[src/rtl/button_conditioner_if.sv]
// Pushbutton front-end bundle: raw button toward the conditioner, conditioned
// level and ticks back toward the watch FSM.
interface button_conditioner_if;
  logic button_in;
  logic level;
  logic press_tick;
  logic release_tick;
  logic repeat_tick;
  logic long_press;
  logic button_out;

  modport master (
    output button_in,
    input  level, press_tick, release_tick, repeat_tick, long_press, button_out
  );

  modport slave (
    input  button_in,
    output level, press_tick, release_tick, repeat_tick, long_press, button_out
  );
endinterface

[src/rtl/button_conditioner.sv]
// Per-button synchroniser, debouncer and press/release/long-press/auto-repeat
// tick generator feeding the watch FSM.
module button_conditioner #(
  parameter int CLK_FREQ    = 100_000_000,
  parameter int DEBOUNCE_MS = 10,
  parameter int HOLD_MS     = 500,
  parameter int REPEAT_MS   = 100,
  parameter bit REPEAT_EN   = 1'b1
) (
  input logic                 clk,
  input logic                 reset_n,
  button_conditioner_if.slave bus
);

  localparam int CYC_PER_MS  = CLK_FREQ / 1000;
  localparam int DB_CYCLES   = CYC_PER_MS * DEBOUNCE_MS;
  localparam int HOLD_CYCLES = CYC_PER_MS * HOLD_MS;
  localparam int REP_CYCLES  = CYC_PER_MS * REPEAT_MS;

  localparam int DB_W   = $clog2(DB_CYCLES + 1);
  localparam int HOLD_W = $clog2(HOLD_CYCLES + 1);
  localparam int REP_W  = $clog2(REP_CYCLES + 1);

  localparam logic [DB_W-1:0]   DB_LAST   = DB_W'(DB_CYCLES - 1);
  localparam logic [HOLD_W-1:0] HOLD_LAST = HOLD_W'(HOLD_CYCLES - 1);
  localparam logic [HOLD_W-1:0] HOLD_MAX  = HOLD_W'(HOLD_CYCLES);
  localparam logic [REP_W-1:0]  REP_LAST  = REP_W'(REP_CYCLES - 1);

  typedef enum logic [2:0] {
    IDLE,
    PRESS_DB,
    HELD,
    LONG,
    RELEASE_DB
  } state_e;

  logic sync_meta;
  logic sync_q;

  // NOTE: sequential state uses non-blocking assignments so every flop samples
  // the pre-edge value of its neighbours, exactly like the hardware.
  always_ff @(posedge clk or negedge reset_n) begin
    if (!reset_n) begin
      sync_meta <= 1'b0;
      sync_q    <= 1'b0;
    end else begin
      sync_meta <= bus.button_in;
      sync_q    <= sync_meta;
    end
  end

  state_e            state_q, state_d;
  logic              level_q, level_d;
  logic              long_q, long_d;
  logic              press_q, press_d;
  logic              release_q, release_d;
  logic              repeat_q, repeat_d;
  logic [DB_W-1:0]   db_cnt_q, db_cnt_d;
  logic [HOLD_W-1:0] hold_cnt_q, hold_cnt_d;
  logic [REP_W-1:0]  rep_cnt_q, rep_cnt_d;
  logic              db_done;
  logic [HOLD_W-1:0] hold_cnt_inc;

  assign db_done      = (db_cnt_q == DB_LAST);
  assign hold_cnt_inc = (hold_cnt_q == HOLD_MAX) ? hold_cnt_q : hold_cnt_q + 1'b1;

  always_ff @(posedge clk or negedge reset_n) begin
    if (!reset_n) begin
      state_q    <= IDLE;
      level_q    <= 1'b0;
      long_q     <= 1'b0;
      press_q    <= 1'b0;
      release_q  <= 1'b0;
      repeat_q   <= 1'b0;
      db_cnt_q   <= '0;
      hold_cnt_q <= '0;
      rep_cnt_q  <= '0;
    end else begin
      state_q    <= state_d;
      level_q    <= level_d;
      long_q     <= long_d;
      press_q    <= press_d;
      release_q  <= release_d;
      repeat_q   <= repeat_d;
      db_cnt_q   <= db_cnt_d;
      hold_cnt_q <= hold_cnt_d;
      rep_cnt_q  <= rep_cnt_d;
    end
  end

  // NOTE: every signal written here gets a default first, so no path can
  // leave one unassigned and infer a latch.
  always_comb begin
    state_d    = state_q;
    level_d    = level_q;
    long_d     = long_q;
    press_d    = 1'b0;
    release_d  = 1'b0;
    repeat_d   = 1'b0;
    db_cnt_d   = '0;
    hold_cnt_d = hold_cnt_q;
    rep_cnt_d  = rep_cnt_q;

    unique case (state_q)
      IDLE: begin
        if (sync_q) state_d = PRESS_DB;
      end

      PRESS_DB: begin
        if (!sync_q) begin
          state_d = IDLE;
        end else if (db_done) begin
          state_d    = HELD;
          level_d    = 1'b1;
          press_d    = 1'b1;
          hold_cnt_d = '0;
        end else begin
          db_cnt_d = db_cnt_q + 1'b1;
        end
      end

      HELD: begin
        hold_cnt_d = hold_cnt_inc;
        // Hold completion wins over a simultaneous release edge; LONG then
        // sees the release on the following cycle.
        if (hold_cnt_q == HOLD_LAST) begin
          state_d   = LONG;
          long_d    = 1'b1;
          repeat_d  = REPEAT_EN;
          rep_cnt_d = '0;
        end else if (!sync_q) begin
          state_d = RELEASE_DB;
        end
      end

      LONG: begin
        hold_cnt_d = hold_cnt_inc;
        if (rep_cnt_q == REP_LAST) begin
          rep_cnt_d = '0;
          repeat_d  = REPEAT_EN;
        end else begin
          rep_cnt_d = rep_cnt_q + 1'b1;
        end
        if (!sync_q) state_d = RELEASE_DB;
      end

      RELEASE_DB: begin
        // long_q still records which held state we left, so a bounce returns there.
        if (sync_q) begin
          state_d = long_q ? LONG : HELD;
        end else if (db_done) begin
          state_d    = IDLE;
          level_d    = 1'b0;
          release_d  = 1'b1;
          long_d     = 1'b0;
          hold_cnt_d = '0;
          rep_cnt_d  = '0;
        end else begin
          db_cnt_d = db_cnt_q + 1'b1;
        end
      end

      default: state_d = IDLE;
    endcase
  end

  assign bus.level        = level_q;
  assign bus.press_tick   = press_q;
  assign bus.release_tick = release_q;
  assign bus.repeat_tick  = repeat_q;
  assign bus.long_press   = long_q;
  assign bus.button_out   = press_q | repeat_q;

endmodule

[src/flat_wrapper.sv]
// flat-port wrapper written by rule: the top's interface ports become plain ports
module button_conditioner_flat 
#(
  parameter int CLK_FREQ    = 100_000_000,
  parameter int DEBOUNCE_MS = 10,
  parameter int HOLD_MS     = 500,
  parameter int REPEAT_MS   = 100,
  parameter bit REPEAT_EN   = 1'b1
)
  (clk, reset_n, bus_button_in, bus_level, bus_press_tick, bus_release_tick, bus_repeat_tick, bus_long_press, bus_button_out);
  button_conditioner_if bus_i ();
  input logic clk;
  input logic reset_n;
  input wire logic [$bits(bus_i.button_in)-1:0] bus_button_in;
  output wire logic [$bits(bus_i.level)-1:0] bus_level;
  output wire logic [$bits(bus_i.press_tick)-1:0] bus_press_tick;
  output wire logic [$bits(bus_i.release_tick)-1:0] bus_release_tick;
  output wire logic [$bits(bus_i.repeat_tick)-1:0] bus_repeat_tick;
  output wire logic [$bits(bus_i.long_press)-1:0] bus_long_press;
  output wire logic [$bits(bus_i.button_out)-1:0] bus_button_out;
  assign bus_i.button_in = bus_button_in;
  assign bus_level = bus_i.level;
  assign bus_press_tick = bus_i.press_tick;
  assign bus_release_tick = bus_i.release_tick;
  assign bus_repeat_tick = bus_i.repeat_tick;
  assign bus_long_press = bus_i.long_press;
  assign bus_button_out = bus_i.button_out;
  button_conditioner #(.CLK_FREQ(CLK_FREQ), .DEBOUNCE_MS(DEBOUNCE_MS), .HOLD_MS(HOLD_MS), .REPEAT_MS(REPEAT_MS), .REPEAT_EN(REPEAT_EN)) u_core (.clk(clk), .reset_n(reset_n), .bus(bus_i));
endmodule
[config.mk]
export PLATFORM = sky130hd
export DESIGN_NAME = button_conditioner_flat
export DESIGN_NICKNAME = d
export VERILOG_FILES = /design/src/rtl/button_conditioner_if.sv /design/src/rtl/button_conditioner.sv /design/src/flat_wrapper.sv
export SDC_FILE = /design/constraint.sdc
export NUM_CORES = 1
export LEC_CHECK = 0
export ABC_CLOCK_PERIOD_IN_PS = 2200
export CORE_MARGIN = 2
export CORE_UTILIZATION = 45
export DETAILED_ROUTE_END_ITERATION = 12
export SYNTH_ARGS = -nofsm -noshare
export SYNTH_HDL_FRONTEND = slang
export SYNTH_SLANG_ARGS = --single-unit
[constraint.sdc]
create_clock -name clk -period 2.2 [get_ports clk]
set_input_delay 0.55 -clock clk [delete_from_list [all_inputs] [get_ports clk]]
set_output_delay 0.55 -clock clk [all_outputs]
set_load 0.02 [all_outputs]
==> metrics.csv, run 1 <==
stage;metric;value;unit
run_status;status;complete, no violations;
grt;initial antenna violation count;0;
grt;vias in the first global route;3811;
setup_path;reg2reg setup slack;0.07;ns
synth;EDFF count, synth;0;
cells_and_area;commonest non-fill, non-tap cell in the layout;dfrtp_1;
die;die area;10800;um2
place;Post-DP Area;5080;um2
cells_and_area;footprint of the multi-input gates;2360;um2
routing;drt first-iter violations;185;
synth;largest cells by area after synthesis;dfrtp_1, nor2_1, nand4_1;
clock_network;clk root buf;clkbuf_8;
synth;Synth Area per Inst;9.33;um2
setup_path;nature of the critical path endpoint;output pin;
cells_and_area;layout cells sized above 1;0.162;
die;Chip Height;104;um
routing;Routed WL per cell;16.2;um
synth;post-synth top area share;0.447;
synth;syn_nets;487;
routing;Final ANT Viol Nets;0;
timing;Final Cycle Share;0.977;
timing;RSZ-0062 raised after global routing;yes;
routing;DR vias/cell;5.81;
routing;WL final;10900;um
synth;#FFs+latches synth;80;
setup_path;Worst Reg-to-Reg Cells;6;
place;HPWL after DPL;7920;um
cells_and_area;non-filler instance count after layout;676;
clock_network;worst skew pair latency;0.36;ns
synth;leading area contributor after synthesis;dfrtp_1;
routing;drt drc;0;
die;initial core utilization;0.461;
synth;cell area after synthesis;4480;um2
cells_and_area;Filler cells;911;
cells_and_area;FF+latch area;2000;um2
synth;Async SR Flop Fraction;1.00;
place;placer's final routability congestion estimate;0.832;
grt;largest net degree at the start of global routing;42;
synth;sequential-to-total area share from yosys stat;0.447;
grt;first-pass GRT wire length;18800;um
clock_network;CTS tree;done;
synth;YS warnings;0;
setup_path;kind of critical path;register to output pin;
run;maxcap violations;0;
timing;relative slew slack;0.666;
clock_network;clk buf depth;2;
clock_network;clock slew at reported path FFs;0.10;ns
timing;Hold Vio Cnt, Final;0;
die;Top-Level Pins;9;
synth;Unique masters post-synth;62;
timing;max frequency;465;MHz
timing;# setup viols final;0;
timing;Final min period;2.15;ns
setup_path;reg2reg start;u_core.hold_cnt_q[16]$_DFFE_PN0P_;
setup_path;Crit. Startpoint;u_core.bus.press_tick$_DFF_PN0_;
synth;Mapped Cells;480;
die;chip width;104;um
worst_hold_path;worst hold path class;input port to asynchronous set/reset pin;
die;Core ar.;9730;um2
timing;Slew Limit Fails;0;
power_and_ir_drop;Max rail drop VDD;0.272;mV
clock_network;CTS Sinks;80;
setup_path;crit-path max FO;2;
timing;Worst Max-Slew Pin Slew;0.499;ns
clock_network;H-tree Lvls;3;
synth;Most used DFF post-synth;dfrtp_1;
setup_path;Critical Path Start Type;register;
routing;vias;3930;
cells_and_area;antenna cells;0;
cells_and_area;Final #Nets;545;
setup_path;Req. time, crit path;1.65;ns
die;FP Rows;36;
place;placed insts;658;
clock_network;CTS Buf Count;9;
clock_network;hold_buf cts;0;
grt;GRT Total Usage;0.214;
power_and_ir_drop;Lkg Pwr;0.00234;uW
cells_and_area;commonest cells after routing, fill and taps aside;dfrtp_1, buf_4, nor2_1, nand2_1, nand3_1;
grt;Congestion Overflow GR;0;
cells_and_area;Finished Cell Area;5340;um2
place;count of input and output buffers;8;
setup_path;Critical Path AT;1.60;ns
power_and_ir_drop;PwrDens;519;nW/um2
cells_and_area;area delta synth->final;19.1;%
routing;Detailed Routing Iterations Pass 1;4;
timing;clock skew;0.0211;ns
## critical path, cell delays in order, from the launching register on
cell and delay [ns]:
dfrtp_1 0.44, or2_2 0.29, clkdlybuf4s50_1 0.53
## flip-flops by register name, indices dropped and copies added, names as in the netlist
signal	cells
u_core.state_q	3
u_core.sync_meta	1
u_core.db_cnt_q	20
u_core.bus.repeat_tick	1
u_core.rep_cnt_q	24
u_core.sync_q	1
u_core.bus.press_tick	1
u_core.bus.long_press	1
u_core.bus.level	1
u_core.bus.release_tick	1
u_core.hold_cnt_q	26
## cells in the mapped netlist (all sizes together) (8+ instances only)
cell type / number
nand3: 27
and3: 22
xnor2: 14
a221o: 8
dfrtp: 80
o21ai: 22
clkbuf: 9
and2: 8
nand4: 25
nor2: 47
a21oi: 15
or4: 8
a31oi: 8
inv: 15
nand2: 38
nor4: 8
and4: 11
nor3: 16
xor2: 11
## what timing repair did
item,in CTS,in global routing
setup buffers,0,2
pin swaps,0,5
gates resized for setup,3,4
endpoints found under the setup margin,9,17
## cell families after synthesis
kind of cell	count (synthesis)	share of synthesized area
and+or+nand+nor	248	0.314
xor gates and xnor gates	25	0.0489
muxes	3	0.00670
AOI/OAI and AO/OA	89	0.141
DFF	80	0.447
buffers and inverters	31	0.0318
adders and majority gates	4	0.0112
## metal layers
layer  vias to the layer above  track usage  share of wire
met1                      1944        0.309           0.50
met3                        13       0.0346          0.030
li1                       1919            -              -
met2                        54        0.332           0.46
met4                         0       0.0637          0.011
met5                         -            0              0
## report_power, final
group	internal, uW	switching (uW)	leakage (uW)
clock network	646	584	0.000103
registers	1470	3.73	0.00111
logic	17.6	43.6	0.00112
## per-stage QoR
step | setup TNS, ns | util | total power (uW) | worst slack, ns | hold WS, ns
after floorplan | -0.0845 | - | 1520 | -0.0144 | 0.254
after global placement | -0.130 | 0.522 | 1570 | -0.0333 | 0.353
after detailed placement | -0.557 | 0.522 | 1570 | -0.0876 | 0.354
after CTS | 0 | 0.546 | 2800 | 0.0122 | 0.0693
after global routing | -0.0122 | 0.548 | 2870 | -0.0110 | 0.0766
final | 0 | 0.548 | 2770 | 0.0502 | 0.0695
## final timing paths
check | to
setup / recovery | bus_button_out
hold / removal | u_core.hold_cnt_q[0]$_DFFE_PN0P_
max in group asynchronous | u_core.db_cnt_q[15]$_DFF_PN0_
hold reg to reg | u_core.sync_q$_DFF_PN0_
setup reg to reg | u_core.hold_cnt_q[16]$_DFFE_PN0P_
min in group clk | u_core.sync_q$_DFF_PN0_
## layout make-up
cell class | count | area share
clock buffers | 10 | 0.0239
clock inverters | 6 | 0.0174
inverters | 15 | 0.0106
multi-input cells | 369 | 0.443
flip-flops and latches | 80 | 0.375
well taps | 133 | 0.0312
repair buffers | 63 | 0.0990
Power figures use the tool's default switching activity.
==> run 2, diff against run 1 <==
--- a/config.mk
+++ b/config.mk
@@ -7,8 +7,9 @@
 export LEC_CHECK = 0
 export ABC_CLOCK_PERIOD_IN_PS = 2200
 export CORE_MARGIN = 2
-export CORE_UTILIZATION = 45
+export CORE_UTILIZATION = 56
 export DETAILED_ROUTE_END_ITERATION = 12
+export PLACE_DENSITY = 0.76
 export SYNTH_ARGS = -nofsm -noshare
 export SYNTH_HDL_FRONTEND = slang
 export SYNTH_SLANG_ARGS = --single-unit
==> run 2 against run 1 <==
Effect of this change: the flow now finishes with violations (negative setup slack); combinational power is 4.9% lower; largest cell class unchanged; sequential cell count stayed put; utilization is 14 points higher; critical endpoint is now u_core.hold_cnt_q[2]$_DFFE_PN0P_; setup slack worse by 0.073 ns; hold slack worse by 0.00080 ns; register-to-register slack worse by 0.09 ns.
==> metrics.csv, run 2 (synthesis results as in run 1) <==
stage;metric;value;unit;change
clock_network;CTS Sinks;80;;unchanged
setup_path;Slowest Stage Delay on Critical Path;0.55;ns;+0.02 ns
grt;largest net degree at the start of global routing;37;;-12%
setup_path;Critical Path Start Type;register;;
cells_and_area;Largest register FFs;26;;unchanged
routing;Detailed Routing Iterations Pass 1;4;;unchanged
routing;drt first-iter violations;304;;+64%
run_status;failing checks;negative setup slack;;
clock_network;CTS tree;done;;
clock_network;clock slew at reported path FFs;0.09;ns;about the same
cells_and_area;layout cells sized above 1;0.178;;+0.0160
cells_and_area;commonest cells after routing, fill and taps aside;dfrtp_1, buf_4, nor2_1, nand2_1;;
cells_and_area;commonest non-fill, non-tap cell in the layout;dfrtp_1;;
setup_path;nature of the critical path endpoint;register;;
grt;initial antenna violation count;0;;unchanged
timing;WHS;0.0687;ns;-0.000801 ns
clock_network;hold_buf cts;0;;unchanged
run;maxcap violations;0;;unchanged
routing;Routed WL per cell;17.4;um;+7.3%
power_and_ir_drop;Max rail drop VDD;0.301;mV;+11%
worst_hold_path;worst hold path class;input port to asynchronous set/reset pin;;
clock_network;clk root buf;clkbuf_8;;
setup_path;Req. time, crit path;2.45;ns;+0.80 ns
timing;Slew Limit Fails;0;;unchanged
die;die area;8730;um2;-19%
timing;post-route setup slack;-0.0231;ns;-0.0733 ns
cells_and_area;Final #Nets;541;;-0.73%
die;FP Rows;32;;-11%
setup_path;most common cell type on the critical path;or4_4;;
setup_path;Critical Path AT;2.47;ns;+0.87 ns
timing;clock skew;0.0102;ns;-0.0109 ns
grt;GRT Total Usage;0.263;;+0.0497
cells_and_area;antenna cells;0;;unchanged
timing;Final Cycle Share;1.01;;+0.0333
timing;relative slew slack;0.615;;-0.0510
die;Core ar.;7730;um2;-21%
run_status;status;complete, but fails checks;;
clock_network;worst skew pair latency;0.36;ns;about the same
grt;Congestion Overflow GR;0;;unchanged
grt;first-pass GRT wire length;18200;um;-3.3%
setup_path;crit-path max FO;4;;+2
cells_and_area;Most flops, register;u_core.hold_cnt_q;;
routing;drt drc;0;;unchanged
routing;DR vias/cell;6.29;;+8.1%
timing;Worst Max-Slew Pin Slew;0.575;ns;+0.0763 ns
timing;Final min period;2.22;ns;+0.0733 ns
clock_network;clk buf depth;2;;unchanged
die;initial core utilization;0.580;;+0.119
setup_path;worst path buffer plus inverter count;1;;unchanged
cells_and_area;area delta synth->final;19.3;%;
clock_network;CTS Buf Count;9;;unchanged
die;Chip Height;93.5;um;-10%
grt;vias in the first global route;3764;;-1.2%
cells_and_area;biggest regs;u_core.hold_cnt_q (26), u_core.rep_cnt_q (24), u_core.db_cnt_q (20);;
die;chip width;93.5;um;-10%
timing;setup TNS;-0.0231;ns;-0.0231 ns
routing;Final ANT Viol Nets;0;;unchanged
setup_path;CP Cell Sequence;or4_4, or4_4, o21ai_4, buf_4, nor3b_1, a211o_1;;
power_and_ir_drop;Lkg Pwr;0.00234;uW;+0.38%
routing;vias;4030;;+2.5%
timing;# setup viols final;1;;+1
timing;Hold Vio Cnt, Final;0;;unchanged
setup_path;kind of critical path;register to register;;
die;Top-Level Pins;9;;unchanged
place;placer's final routability congestion estimate;0.943;;+13%
setup_path;slowest CP cell;or4_4;;
timing;max frequency;450;MHz;-3.3%
timing;RSZ-0062 raised after global routing;yes;;
routing;WL final;11100;um;+1.7%
place;HPWL after DPL;7320;um;-7.5%
power_and_ir_drop;PwrDens;536;nW/um2;+3.2%
place;count of input and output buffers;8;;unchanged
clock_network;H-tree Lvls;3;;unchanged
setup_path;Crit path max-delay family;simple AND/OR/NAND/NOR gates;;
-- run 2: timing repair --
item                                    4_1_cts  5_1_grt
gates cloned                                  0        1
hold endpoints to repair                      0        0
endpoints found under the setup margin       12       58
pin swaps                                     1        7
gates resized for setup                       3       20
buffers inserted                              0        7
-- run 2: path summary, 6_finish.rpt --
path | start | end | slack, ns | cells past startpoint
min | reset_n | u_core.hold_cnt_q[18]$_DFFE_PN0P_ | 0.07 | 1
max in group asynchronous | reset_n | u_core.db_cnt_q[18]$_DFF_PN0_ | 1.51 | 2
max reg2reg | u_core.hold_cnt_q[16]$_DFFE_PN0P_ | u_core.hold_cnt_q[2]$_DFFE_PN0P_ | -0.02 | 6
min in group clk | u_core.sync_meta$_DFF_PN0_ | u_core.sync_q$_DFF_PN0_ | 0.38 | 0
min reg2reg | u_core.sync_meta$_DFF_PN0_ | u_core.sync_q$_DFF_PN0_ | 0.38 | 0
max | u_core.hold_cnt_q[16]$_DFFE_PN0P_ | u_core.hold_cnt_q[2]$_DFFE_PN0P_ | -0.02 | 6
-- run 2: worst reg2reg max path, cell delays in order, from the launching register on --
cell and delay [ns]:
dfrtp_1 0.39, or4_4 0.54, or4_4 0.55, o21ai_4 0.23, buf_4 0.15, nor3b_1 0.04, a211o_1 0.22
-- run 2: routing by layer --
layer	wire length (um)	track usage	vias to the layer above
met5	0	0	-
met4	175	0.0931	0
met3	714	0.0451	18
met2	5350	0.415	158
met1	4890	0.367	1946
li1	-	-	1908
-- run 2: layout make-up --
| cell class | count | area [um2] |
|---|---|---|
| Sequential cell | 80 | 2000 |
| Clock inverter | 7 | 120 |
| Multi-Input combinational cell | 370 | 2420 |
| Clock buffer | 9 | 124 |
| Tap cell | 102 | 128 |
| Fill cell | 573 | 2380 |
| Timing Repair Buffer | 58 | 494 |
| Inverter | 15 | 56.3 |
-- run 2: power breakdown --
group / switching [uW] / leakage, uW / internal [uW]
combinational: 42.1 / 0.00112 / 16.0
sequential: 5.70 / 0.00111 / 1470
clock: 570 / 0.000119 / 755
total: 618 / 0.00234 / 2240
-- run 2: per-stage QoR --
| stage | area (um2) | power [uW] | setup slack (ns) | util | std cells |
|---|---|---|---|---|---|
| after floorplan | 4490 | 1520 | -0.0144 | - | 480 |
| after global placement | 4960 | 1570 | -0.0336 | 0.642 | 617 |
| after detailed placement | 4960 | 1570 | -0.0852 | 0.642 | 617 |
| after CTS | 5210 | 2880 | -0.0151 | 0.675 | 633 |
| after global routing | 5340 | 2960 | -0.0708 | 0.692 | 641 |
| final | 5340 | 2860 | -0.0231 | 0.692 | 641 |
==> run 3, diff against run 2 <==
--- a/config.mk
+++ b/config.mk
@@ -7,9 +7,8 @@
 export LEC_CHECK = 0
 export ABC_CLOCK_PERIOD_IN_PS = 2200
 export CORE_MARGIN = 2
-export CORE_UTILIZATION = 56
+export CORE_UTILIZATION = 40
 export DETAILED_ROUTE_END_ITERATION = 12
-export PLACE_DENSITY = 0.76
 export SYNTH_ARGS = -nofsm -noshare
 export SYNTH_HDL_FRONTEND = slang
 export SYNTH_SLANG_ARGS = --single-unit
==> run 3 against run 2 <==
Effect of this change: power decreased by 5.1%; utilization decreased by 20 points; die area increased by 38%; first-iteration DRC count decreased by 43%; highest routed layer unchanged; setup slack improved by 0.048 ns; combinational power increased by 1%; sequential share of layout area decreased by 0.28 points; count of clock-buffer cells in the layout increased by 2; the run now ends clean; largest cell class unchanged; sequential cell count unchanged; register-to-register slack improved by 0.05 ns; sequential power about the same.
==> metrics.csv, run 3 (synthesis results as in run 1) <==
stage;metric;value;unit;change
grt;initial antenna violation count;0;;unchanged
routing;drt drc;0;;unchanged
die;initial core utilization;0.412;;-0.168
timing;Slew Limit Fails;0;;unchanged
clock_network;hold_buf cts;0;;unchanged
setup_path;slowest CP cell;or4_4;;
grt;first-pass GRT wire length;18300;um;+0.34%
power_and_ir_drop;Max rail drop VDD;0.361;mV;+20%
timing;clock skew;0.00973;ns;-0.000431 ns
setup_path;most common cell type on the critical path;or4_4;;
grt;largest net degree at the start of global routing;36;;-2.7%
timing;relative slew slack;0.693;;+0.0780
timing;setup TNS;0;ns;+0.0231 ns
timing;Worst Max-Slew Pin Slew;0.460;ns;-0.115 ns
grt;GRT Total Usage;0.195;;-0.0684
routing;Routed WL per cell;15.5;um;-11%
setup_path;kind of critical path;register to register;;
die;chip width;110;um;+18%
die;die area;12100;um2;+38%
timing;post-route setup slack;0.0248;ns;+0.0479 ns
setup_path;worst path buffer plus inverter count;1;;unchanged
clock_network;CTS tree;done;;
die;Top-Level Pins;9;;unchanged
timing;# setup viols final;0;;-1
routing;DR vias/cell;5.61;;-11%
setup_path;Req. time, crit path;2.45;ns;about the same
timing;RSZ-0062 raised after global routing;yes;;
clock_network;clk root buf;clkbuf_8;;
clock_network;clk buf depth;2;;unchanged
cells_and_area;commonest cells after routing, fill and taps aside;dfrtp_1, buf_4, nor2_1, nand2_1, nand3_1;;
routing;Final ANT Viol Nets;0;;unchanged
power_and_ir_drop;Lkg Pwr;0.00236;uW;+0.83%
routing;drt first-iter violations;172;;-43%
routing;WL final;10700;um;-4.1%
place;HPWL after DPL;7660;um;+4.6%
clock_network;clock slew at reported path FFs;0.09;ns;about the same
timing;Final Cycle Share;0.989;;-0.0218
run_status;status;complete, no violations;;
place;count of input and output buffers;8;;unchanged
die;Core ar.;10900;um2;+41%
cells_and_area;commonest non-fill, non-tap cell in the layout;dfrtp_1;;
cells_and_area;biggest regs;u_core.hold_cnt_q (26), u_core.rep_cnt_q (24), u_core.db_cnt_q (20);;
place;Post-Place Setup Slack;-0.104;ns;-0.0188 ns
timing;Hold Vio Cnt, Final;0;;unchanged
cells_and_area;Util after Layout;0.494;;-0.197
cells_and_area;antenna cells;0;;unchanged
cells_and_area;Most flops, register;u_core.hold_cnt_q;;
routing;vias;3851;;-4.4%
setup_path;Crit path max-delay family;simple AND/OR/NAND/NOR gates;;
setup_path;Critical Path AT;2.43;ns;-0.04 ns
cells_and_area;layout cells sized above 1;0.179;;+0.00105
cells_and_area;Largest register FFs;26;;unchanged
cells_and_area;Final #Nets;549;;+1.5%
worst_hold_path;worst hold path class;input port to asynchronous set/reset pin;;
setup_path;CP Cell Sequence;or4_4, or4_4, o21ai_4, buf_6, nor3b_2, a211o_1;;
cells_and_area;Finished Cell Area;5380;um2;+0.68%
clock_network;CTS Buf Count;9;;unchanged
clock_network;worst skew pair latency;0.37;ns;about the same
run;maxcap violations;0;;unchanged
timing;Final min period;2.18;ns;-0.0479 ns
timing;max frequency;460;MHz;+2.2%
routing;Detailed Routing Iterations Pass 1;4;;unchanged
die;FP Rows;38;;+19%
place;Post-DP Area;5090;um2;+2.5%
setup_path;nature of the critical path endpoint;register;;
clock_network;CTS Sinks;80;;unchanged
grt;vias in the first global route;3783;;+0.50%
die;Chip Height;110;um;+18%
clock_network;H-tree Lvls;3;;unchanged
place;placer's final routability congestion estimate;0.869;;-7.8%
grt;Congestion Overflow GR;0;;unchanged
setup_path;Critical Path Start Type;register;;
cells_and_area;area delta synth->final;20.1;%;
setup_path;crit-path max FO;4;;unchanged
power_and_ir_drop;PwrDens;505;nW/um2;-5.8%
setup_path;Slowest Stage Delay on Critical Path;0.54;ns;about the same
run 3: changes by cell type in the layout (fill, tap and decap cells not counted), sizes merged:
cell,previous run,this run
and2,9,8
buf,51,60
bufinv,3,1
clkbuf,9,11
clkdlybuf4s50,7,6
clkinv,3,2
dlygate4sd2,0,1
inv,15,16
run 3: what timing repair did:
action | 4_1_cts | 5_1_grt
pin swaps | 0 | 1
endpoints found under the setup margin | 10 | 44
gates resized for setup | 3 | 14
setup buffers | 0 | 4
run 3: layout make-up:
| type | instances | area [um2] |
|---|---|---|
| fillers | 1008 | 5510 |
| multi-input cells | 369 | 2380 |
| flip-flops and latches | 80 | 2000 |
| repair buffers | 67 | 552 |
| well taps | 140 | 175 |
| clock buffers | 11 | 151 |
| clock inverters | 5 | 63.8 |
| inverters | 15 | 56.3 |
run 3: worst paths after layout:
path	slack, ns	from	cells past startpoint	end
worst min-delay path	0.13	reset_n	1	u_core.rep_cnt_q[20]$_DFFE_PN0P_
min in group clk	0.36	u_core.sync_meta$_DFF_PN0_	0	u_core.sync_q$_DFF_PN0_
worst max register to register	0.02	u_core.hold_cnt_q[16]$_DFFE_PN0P_	6	u_core.hold_cnt_q[2]$_DFFE_PN0P_
worst max-delay path	0.02	u_core.hold_cnt_q[16]$_DFFE_PN0P_	6	u_core.hold_cnt_q[2]$_DFFE_PN0P_
worst min register to register	0.36	u_core.sync_meta$_DFF_PN0_	0	u_core.sync_q$_DFF_PN0_
max in group asynchronous	1.46	reset_n	2	u_core.rep_cnt_q[16]$_DFFE_PN0P_
run 3: layer usage:
metal,global-route usage,wire length [um],up-vias
met5,0,0,-
met4,0.0778,189,0
li1,-,-,1917
met2,0.307,4960,65
met1,0.267,5190,1854
met3,0.0326,334,15
run 3: where the power goes:
group,switching [uW],internal [uW],total (uW)
Sequential,5.08,1470,1480
Combinational,41.8,17.2,59.0
Clock,584,594,1180
run 3: through the flow:
stage / total power, uW / std cells / hold slack (ns)
finish: 2720 / 687 / 0.129
global route: 2820 / 687 / 0.153
CTS: 2740 / 683 / 0.130
detailed placement: 1570 / 667 / 0.337
global placement: 1570 / 667 / 0.336
floorplan: 1520 / 480 / 0.254
